<file path="src/rtl/inst_buffer.sv">
// rtl/inst_buffer.sv - dual-push/dual-pop instruction queue between fetch and decode
// Optional zero-latency fetch-to-decode bypass when empty: define INST_BUFFER_BYPASS_EN.
module inst_buffer #(
    parameter int DEPTH = 8
) (
    input  logic                     clk,
    input  logic                     rst_n,
    input  logic                     flush,
    input  logic [1:0]               in_valid,
    input  logic [1:0][31:0]         in_pc,
    input  logic [1:0][31:0]         in_inst,
    input  logic [1:0]               in_exc,
    input  logic [1:0][6:0]          in_exc_cause,
    output logic                     in_ready,
    output logic [1:0]               out_valid,
    output logic [1:0][31:0]         out_pc,
    output logic [1:0][31:0]         out_inst,
    output logic [1:0]               out_exc,
    output logic [1:0][6:0]          out_exc_cause,
    input  logic [1:0]               out_pop,
    output logic [$clog2(DEPTH):0]   count
);
    localparam int AW = $clog2(DEPTH);
    localparam int CW = AW + 1;

    logic [31:0] pc_mem    [DEPTH];
    logic [31:0] inst_mem  [DEPTH];
    logic        exc_mem   [DEPTH];
    logic [6:0]  cause_mem [DEPTH];

    logic [AW-1:0] head, tail, head_p1, tail_p1;
    logic [CW-1:0] count_q;
    logic          push0, push1, pop0, pop1, bypass;
    logic [1:0]    npush, npop, skip, hpop;
    logic          wa_en, wa_sel1, wb_en;

    assign head_p1  = head + AW'(1);
    assign tail_p1  = tail + AW'(1);
    assign count    = count_q;
    assign in_ready = (count_q <= CW'(DEPTH - 2));

    // Slot 1 is only meaningful together with slot 0.
    assign push0 = in_ready & in_valid[0];
    assign push1 = in_ready & in_valid[0] & in_valid[1];

`ifdef INST_BUFFER_BYPASS_EN
    assign bypass = (count_q == '0) & ~flush & in_ready;
`else
    assign bypass = 1'b0;
`endif

    always_comb begin
        out_valid        = {count_q >= CW'(2), count_q != '0};
        out_pc[0]        = pc_mem[head];
        out_pc[1]        = pc_mem[head_p1];
        out_inst[0]      = inst_mem[head];
        out_inst[1]      = inst_mem[head_p1];
        out_exc[0]       = exc_mem[head];
        out_exc[1]       = exc_mem[head_p1];
        out_exc_cause[0] = cause_mem[head];
        out_exc_cause[1] = cause_mem[head_p1];
        if (bypass) begin
            out_valid     = {push1, push0};
            out_pc        = in_pc;
            out_inst      = in_inst;
            out_exc       = in_exc;
            out_exc_cause = in_exc_cause;
        end
    end

    assign pop0  = out_pop[0] & out_valid[0];
    assign pop1  = out_pop[1] & out_pop[0] & out_valid[1];
    assign npush = {1'b0, push0} + {1'b0, push1};
    assign npop  = {1'b0, pop0} + {1'b0, pop1};

    // In bypass, popped entries come straight from the push slots and are never stored.
    assign skip  = bypass ? npop : 2'd0;
    assign hpop  = bypass ? 2'd0 : npop;

    assign wa_en   = ((skip == 2'd0) & push0) | ((skip == 2'd1) & push1);
    assign wa_sel1 = (skip == 2'd1);
    assign wb_en   = (skip == 2'd0) & push1;

    always_ff @(posedge clk or negedge rst_n) begin
        if (!rst_n) begin
            head    <= '0;
            tail    <= '0;
            count_q <= '0;
        end else if (flush) begin
            head    <= '0;
            tail    <= '0;
            count_q <= '0;
        end else begin
            head    <= head + AW'(hpop);
            tail    <= tail + AW'(npush - skip);
            count_q <= count_q + CW'(npush) - CW'(npop);
        end
    end

    always_ff @(posedge clk or negedge rst_n) begin
        if (!rst_n) begin
            for (int i = 0; i < DEPTH; i++) begin
                pc_mem[i]    <= '0;
                inst_mem[i]  <= '0;
                exc_mem[i]   <= 1'b0;
                cause_mem[i] <= '0;
            end
        end else if (!flush) begin
            if (wa_en) begin
                pc_mem[tail]    <= wa_sel1 ? in_pc[1]        : in_pc[0];
                inst_mem[tail]  <= wa_sel1 ? in_inst[1]      : in_inst[0];
                exc_mem[tail]   <= wa_sel1 ? in_exc[1]       : in_exc[0];
                cause_mem[tail] <= wa_sel1 ? in_exc_cause[1] : in_exc_cause[0];
            end
            if (wb_en) begin
                pc_mem[tail_p1]    <= in_pc[1];
                inst_mem[tail_p1]  <= in_inst[1];
                exc_mem[tail_p1]   <= in_exc[1];
                cause_mem[tail_p1] <= in_exc_cause[1];
            end
        end
    end
endmodule

</file>
<file path="config.mk">
export PLATFORM = sky130hd
export DESIGN_NAME = inst_buffer
export DESIGN_NICKNAME = d
export VERILOG_FILES = /design/src/rtl/inst_buffer.sv
export SDC_FILE = /design/constraint.sdc
export NUM_CORES = 2
export LEC_CHECK = 0
export BUFFER_PORTS_ARGS = -buffer_cell sky130_fd_sc_hd__buf_2
export CAP_MARGIN = 10
export CORE_MARGIN = 2
export CORE_UTILIZATION = 25
export CTS_CLUSTER_SIZE = 8
export DETAILED_ROUTE_END_ITERATION = 6
export GPL_TIMING_DRIVEN = 0
export PLACE_DENSITY_LB_ADDON = 0.1
export SLEW_MARGIN = 20
export SYNTH_ARGS = -nofsm -noshare
export SYNTH_HDL_FRONTEND = slang
export SYNTH_SLANG_ARGS = --single-unit
</file>
<file path="constraint.sdc">
create_clock -name clk -period 6.15 [get_ports clk]
set_input_delay 0.3075 -clock clk [delete_from_list [all_inputs] [get_ports clk]]
set_output_delay 0.3075 -clock clk [all_outputs]
set_load 0.1 [all_outputs]
</file>
-- Word-level counts from Yosys, hierarchy flattened
Cells that the tools add are included.
W data, S select, Z words.
- add/subtract/negate cells: 8
- div/mod/pow operators: 0
- reductions and logical operators: 3
- shifts and indexed selects: 0
- $mul: 0
- $lt $le $gt $ge: 8
- bitwise gates (word level): 9
- mux-type cells: 59
- equal/unequal tests: 0
- operator list (kind ; number):
    $mux W256 ; 6
    $bwmux W256 ; 4
    $bmux W32 S3 ; 4
    $mux W32 ; 10
    $demux W32 S3 ; 2
    $mux W56 ; 3
    $bwmux W56 ; 2
    $bmux W7 S3 ; 2
    $demux W7 S3 ; 2
    $mux W7 ; 6
    $mux W8 ; 3
    $bwmux W8 ; 2
    $ge A4 B4 Y1 const B ; 4
    $not A3 Y4 ; 4
    $lt A4 B1 Y1 const B ; 2
    $add A3 B1 Y3 const B ; 2
    $add A3 B2 Y3 ; 2
    $bmux W1 S3 ; 2
    $demux W1 S3 ; 2
    $mux W1 ; 6
    $mux W3 ; 2
    $and A1 B1 Y1 ; 5
    $add A1 B1 Y2 ; 2
    $add A4 B2 Y4 ; 1
    other kinds (6) ; 7
- bits in read-only memories: 0
- memories kept: 0
- input bits: 151
- logic and storage cells: 122
- RAM bits: 0
- bits in registers: 586
- bits in latches: 0

-- Depth between registers and ports, before layout
- depth after elaboration: 10
- depth in mapped cells: 13

-- Worst setup path after synthesis
Ideal clock, no wire load.
- path kind: flip-flop to flip-flop
- start: reg count_q[2], in the netlist count[2]
- end: reg count_q[2], in the netlist count[2]
- setup time: 132 ps
- path slack: 1904 ps
- cell stages (with the launch flop): 13
- arrival: 4115 ps
- cell sequence: dfrtp_1 -> inv_1 -> ha_1 -> nand2_1 -> or2_2 -> and2_1 -> ha_1 -> ha_1 -> inv_1 -> ha_1 -> fa_1 -> xnor2_1 -> nor2_1
- elaborated cells between the ends (all ways): 12
- RTL lines (element ; line ; text):
    start: declaration ; 32 ; logic [CW-1:0] count_q;
    start signal: assignment ; 96 ; count_q <= count_q + CW'(npush) - CW'(npop);
    $ge A4 B2 Y1 ; 53 ; out_valid = {count_q >= CW'(2), count_q != '0};
    named net out_valid[1] ; 15 ; output logic [1:0] out_valid,
    $and A1 B1 Y1 ; 72 ; assign pop1 = out_pop[1] & out_pop[0] & out_valid[1];
    $add A1 B1 Y2 ; 74 ; assign npop = {1'b0, pop0} + {1'b0, pop1};
    $sub A4 B2 Y4 ; 96 ;
    $mux W4 ; 89 ; end else if (flush) begin
The timed path passes the listed nets, and every way through them passes these cells.
A chain may end at the register's enable or synchronous reset.

==> results.ini <==
[worst_setup_path]
slowest_delay_ps=870
cp-start-kind=flop
crit_chain=buf_2, buf_2, clkbuf_1, clkbuf_1, mux4_2, mux2_2, buf_2
crit_fanout=10
end_kind=output pin
cp.arrival_ps=4750
cp.required_ps=5840
cp_common_cell=buf_2
path_class=reg2out
crit_slowest_cell=clkbuf_1

[placement]
portBuffers=301
dp_cells=4952
hpwl_mm=125.5
place.gp.congestion=0.8251

[clocking]
clockBufferDepth=3
cts_made_buffers=84
htree_levels=3
cts-root-buf=clkbuf_16
cts_num_sinks=586
postCtsSetupBuffers=0
clk_pin_slew_ps=60
cts_tree=built
insertion_delay_ps=670

[layout]
final_cells=5053
drive_above_1_share=0.3889
syn_to_final_growth_pct=18.87
final_cell_mix=586 x dfrtp_1, 350 x buf_2, 334 x inv_1
final_nets=3411
final_common_cell=dfrtp_1

[route]
drc=18
routed_wirelength_mm=186.4
ant_nets=0
first_pass_iters=7
drt_iter0_drc=4730
wire_per_inst_microns=36.89
viasPerCell=6.043
vias=30530

[grt]
grt_pass1_vias=30550
grt_usage=0.2590
antenna_found_initial=9
grt.overflow.total=0
grt_start_max_net_pins=87
grt_pass1_wl_mm=257.8

[yosys]
avgSynthCellArea_sq_um=12.17
postSynthCellCount=2834
async_flop_share=1.000
ys_top_cells_by_area=dfrtp_1 43%, mux4_2 19%, a222oi_1 8.9%
synth.largest_area_cell=dfrtp_1
synth_top_area_frac=0.4251
seq_area_frac_synth=0.4251
syn_area_sq_um=34500
synth_edf_count=0
synth_warnings=0
synth_fp_nets=3000
synth.distinct_cells=45
ys_seq_elements=586
synthFlopType=dfrtp_1

[die]
fp-row-count=136
dieArea_sq_um=141000
initial_core_util=0.2515
die_h_microns=375.5
core_sq_um=137200
pin_count=302
die-width_microns=375.5

[sta]
hold_viol=0
drv_slew=0
setup_viol=0
max_slew.worst_pin.slew_ps=1226
setup_tns_ps=0
fin_crit_ps=5061
relSlewSlack=0.1828
rsz0062_at_grt=no
finalCritPeriodShare=0.8229
worst_clock_skew_ps=17.75
fmax_mhz=197.6

[outcome]
run_status=complete, but fails checks
violations=DRC

[min_path]
min_path_type=in2reg

[run]
maxCapViolCount=0

==> logic make-up (layout without fill, tap and decap cells) <==
family / count (synthesis) / after routing / synth area share
buffers and inverters: 647 / 1071 / 0.07207
AOI/OAI and AO/OA: 590 / 590 / 0.1789
DFF: 586 / 586 / 0.4251
and+or+nand+nor: 557 / 557 / 0.08005
muxes: 432 / 432 / 0.2350
adders and majority gates: 15 / 15 / 0.006311
xor gates and xnor gates: 7 / 7 / 0.002539
other: 0 / 1 / 0
==> state kept, by name, summed over array words and instances (netlist names) <==
name and count:
pc_mem 256, count 4, tail 3, head 3, cause_mem 56, exc_mem 8, inst_mem 256
==> synthesized netlist by cell type, types with 5 or more instances <==
cell type and number:
ha_1 11, buf_2 42, nand2_1 18, a221oi_1 12, clkbuf_1 240, and2_1 8
and3_1 5, nand3_1 259, nor2b_1 5, nor2_1 157, buf_1 29, nand2b_1 5
or2_2 78, nor3_1 6, o221a_2 257, mux2_2 144, a222oi_1 307, mux4_2 288
dfrtp_1 586, inv_1 334
==> cell type report <==
cell class / count / area (sq um)
antenna: 1 / 2.502
buffer: 313 / 1261
clock buffer: 98 / 2261
clock inverter: 1 / 7.507
fill: 14180 / 96140
inverter: 334 / 1254
multi-input combinational: 1601 / 17420
sequential: 586 / 14660
tap: 1794 / 2245
timing repair buffer: 325 / 1888
==> worst max-delay path, delay by kind of cell (launching register included) <==
| kind | cells | cell delay [ps] |
|---|---|---|
| DFF | 1 | 380 |
| buffers and inverters | 5 | 2940 |
| muxes | 2 | 750 |
==> metrics by stage <==
stage            util  worst slack (ps)  cell area [sq um]  hold slack, ps
2_1_floorplan       -              1904              34500           11.91
3_3_place_gp   0.2789             -9687              38250           530.2
4_1_cts        0.2989              1085              41000           30.87
3_5_place_dp   0.2823              1826              38720           247.1
5_1_grt        0.2990              1078              41000           65.86
6_report       0.2990              1089              41010           69.80
==> routing by layer <==
layer / track usage / share of wire / vias up
met5: 0.006861 / 0.00084 / -
li1: - / - / 12210
met1: 0.3572 / 0.43 / 16450
met3: 0.05860 / 0.084 / 279
met2: 0.3992 / 0.45 / 1593
met4: 0.08684 / 0.034 / 6
==> worst paths after layout <==
kind	startpoint	cells past startpoint	endpoint	slack [ps]
min in group asynchronous	rst_n	2	pc_mem[105]$_DFFE_PN0N_	170
max in group asynchronous	rst_n	4	inst_mem[11]$_DFFE_PN0N_	4630
worst max register to register	count[3]$_DFF_PN0_	9	pc_mem[197]$_DFFE_PN0N_	2210
worst min-delay path	in_pc[27]	3	pc_mem[155]$_DFFE_PN0N_	70
worst min register to register	cause_mem[41]$_DFFE_PN0N_	2	cause_mem[41]$_DFFE_PN0N_	550
worst max-delay path	head[0]$_DFF_PN0_	7	out_inst[51]	1090
==> repair_timing <==
| action | 4_1_cts | 5_1_grt |
|---|---|---|
| endpoints found under the hold margin | 111 | 0 |
| hold buffers | 1 | 0 |
| gates resized for setup | 0 | 0 |
Power is left out: the tool's default activity adds up to more than one toggle a clock period on the data nets, which glitch-free logic cannot reach.
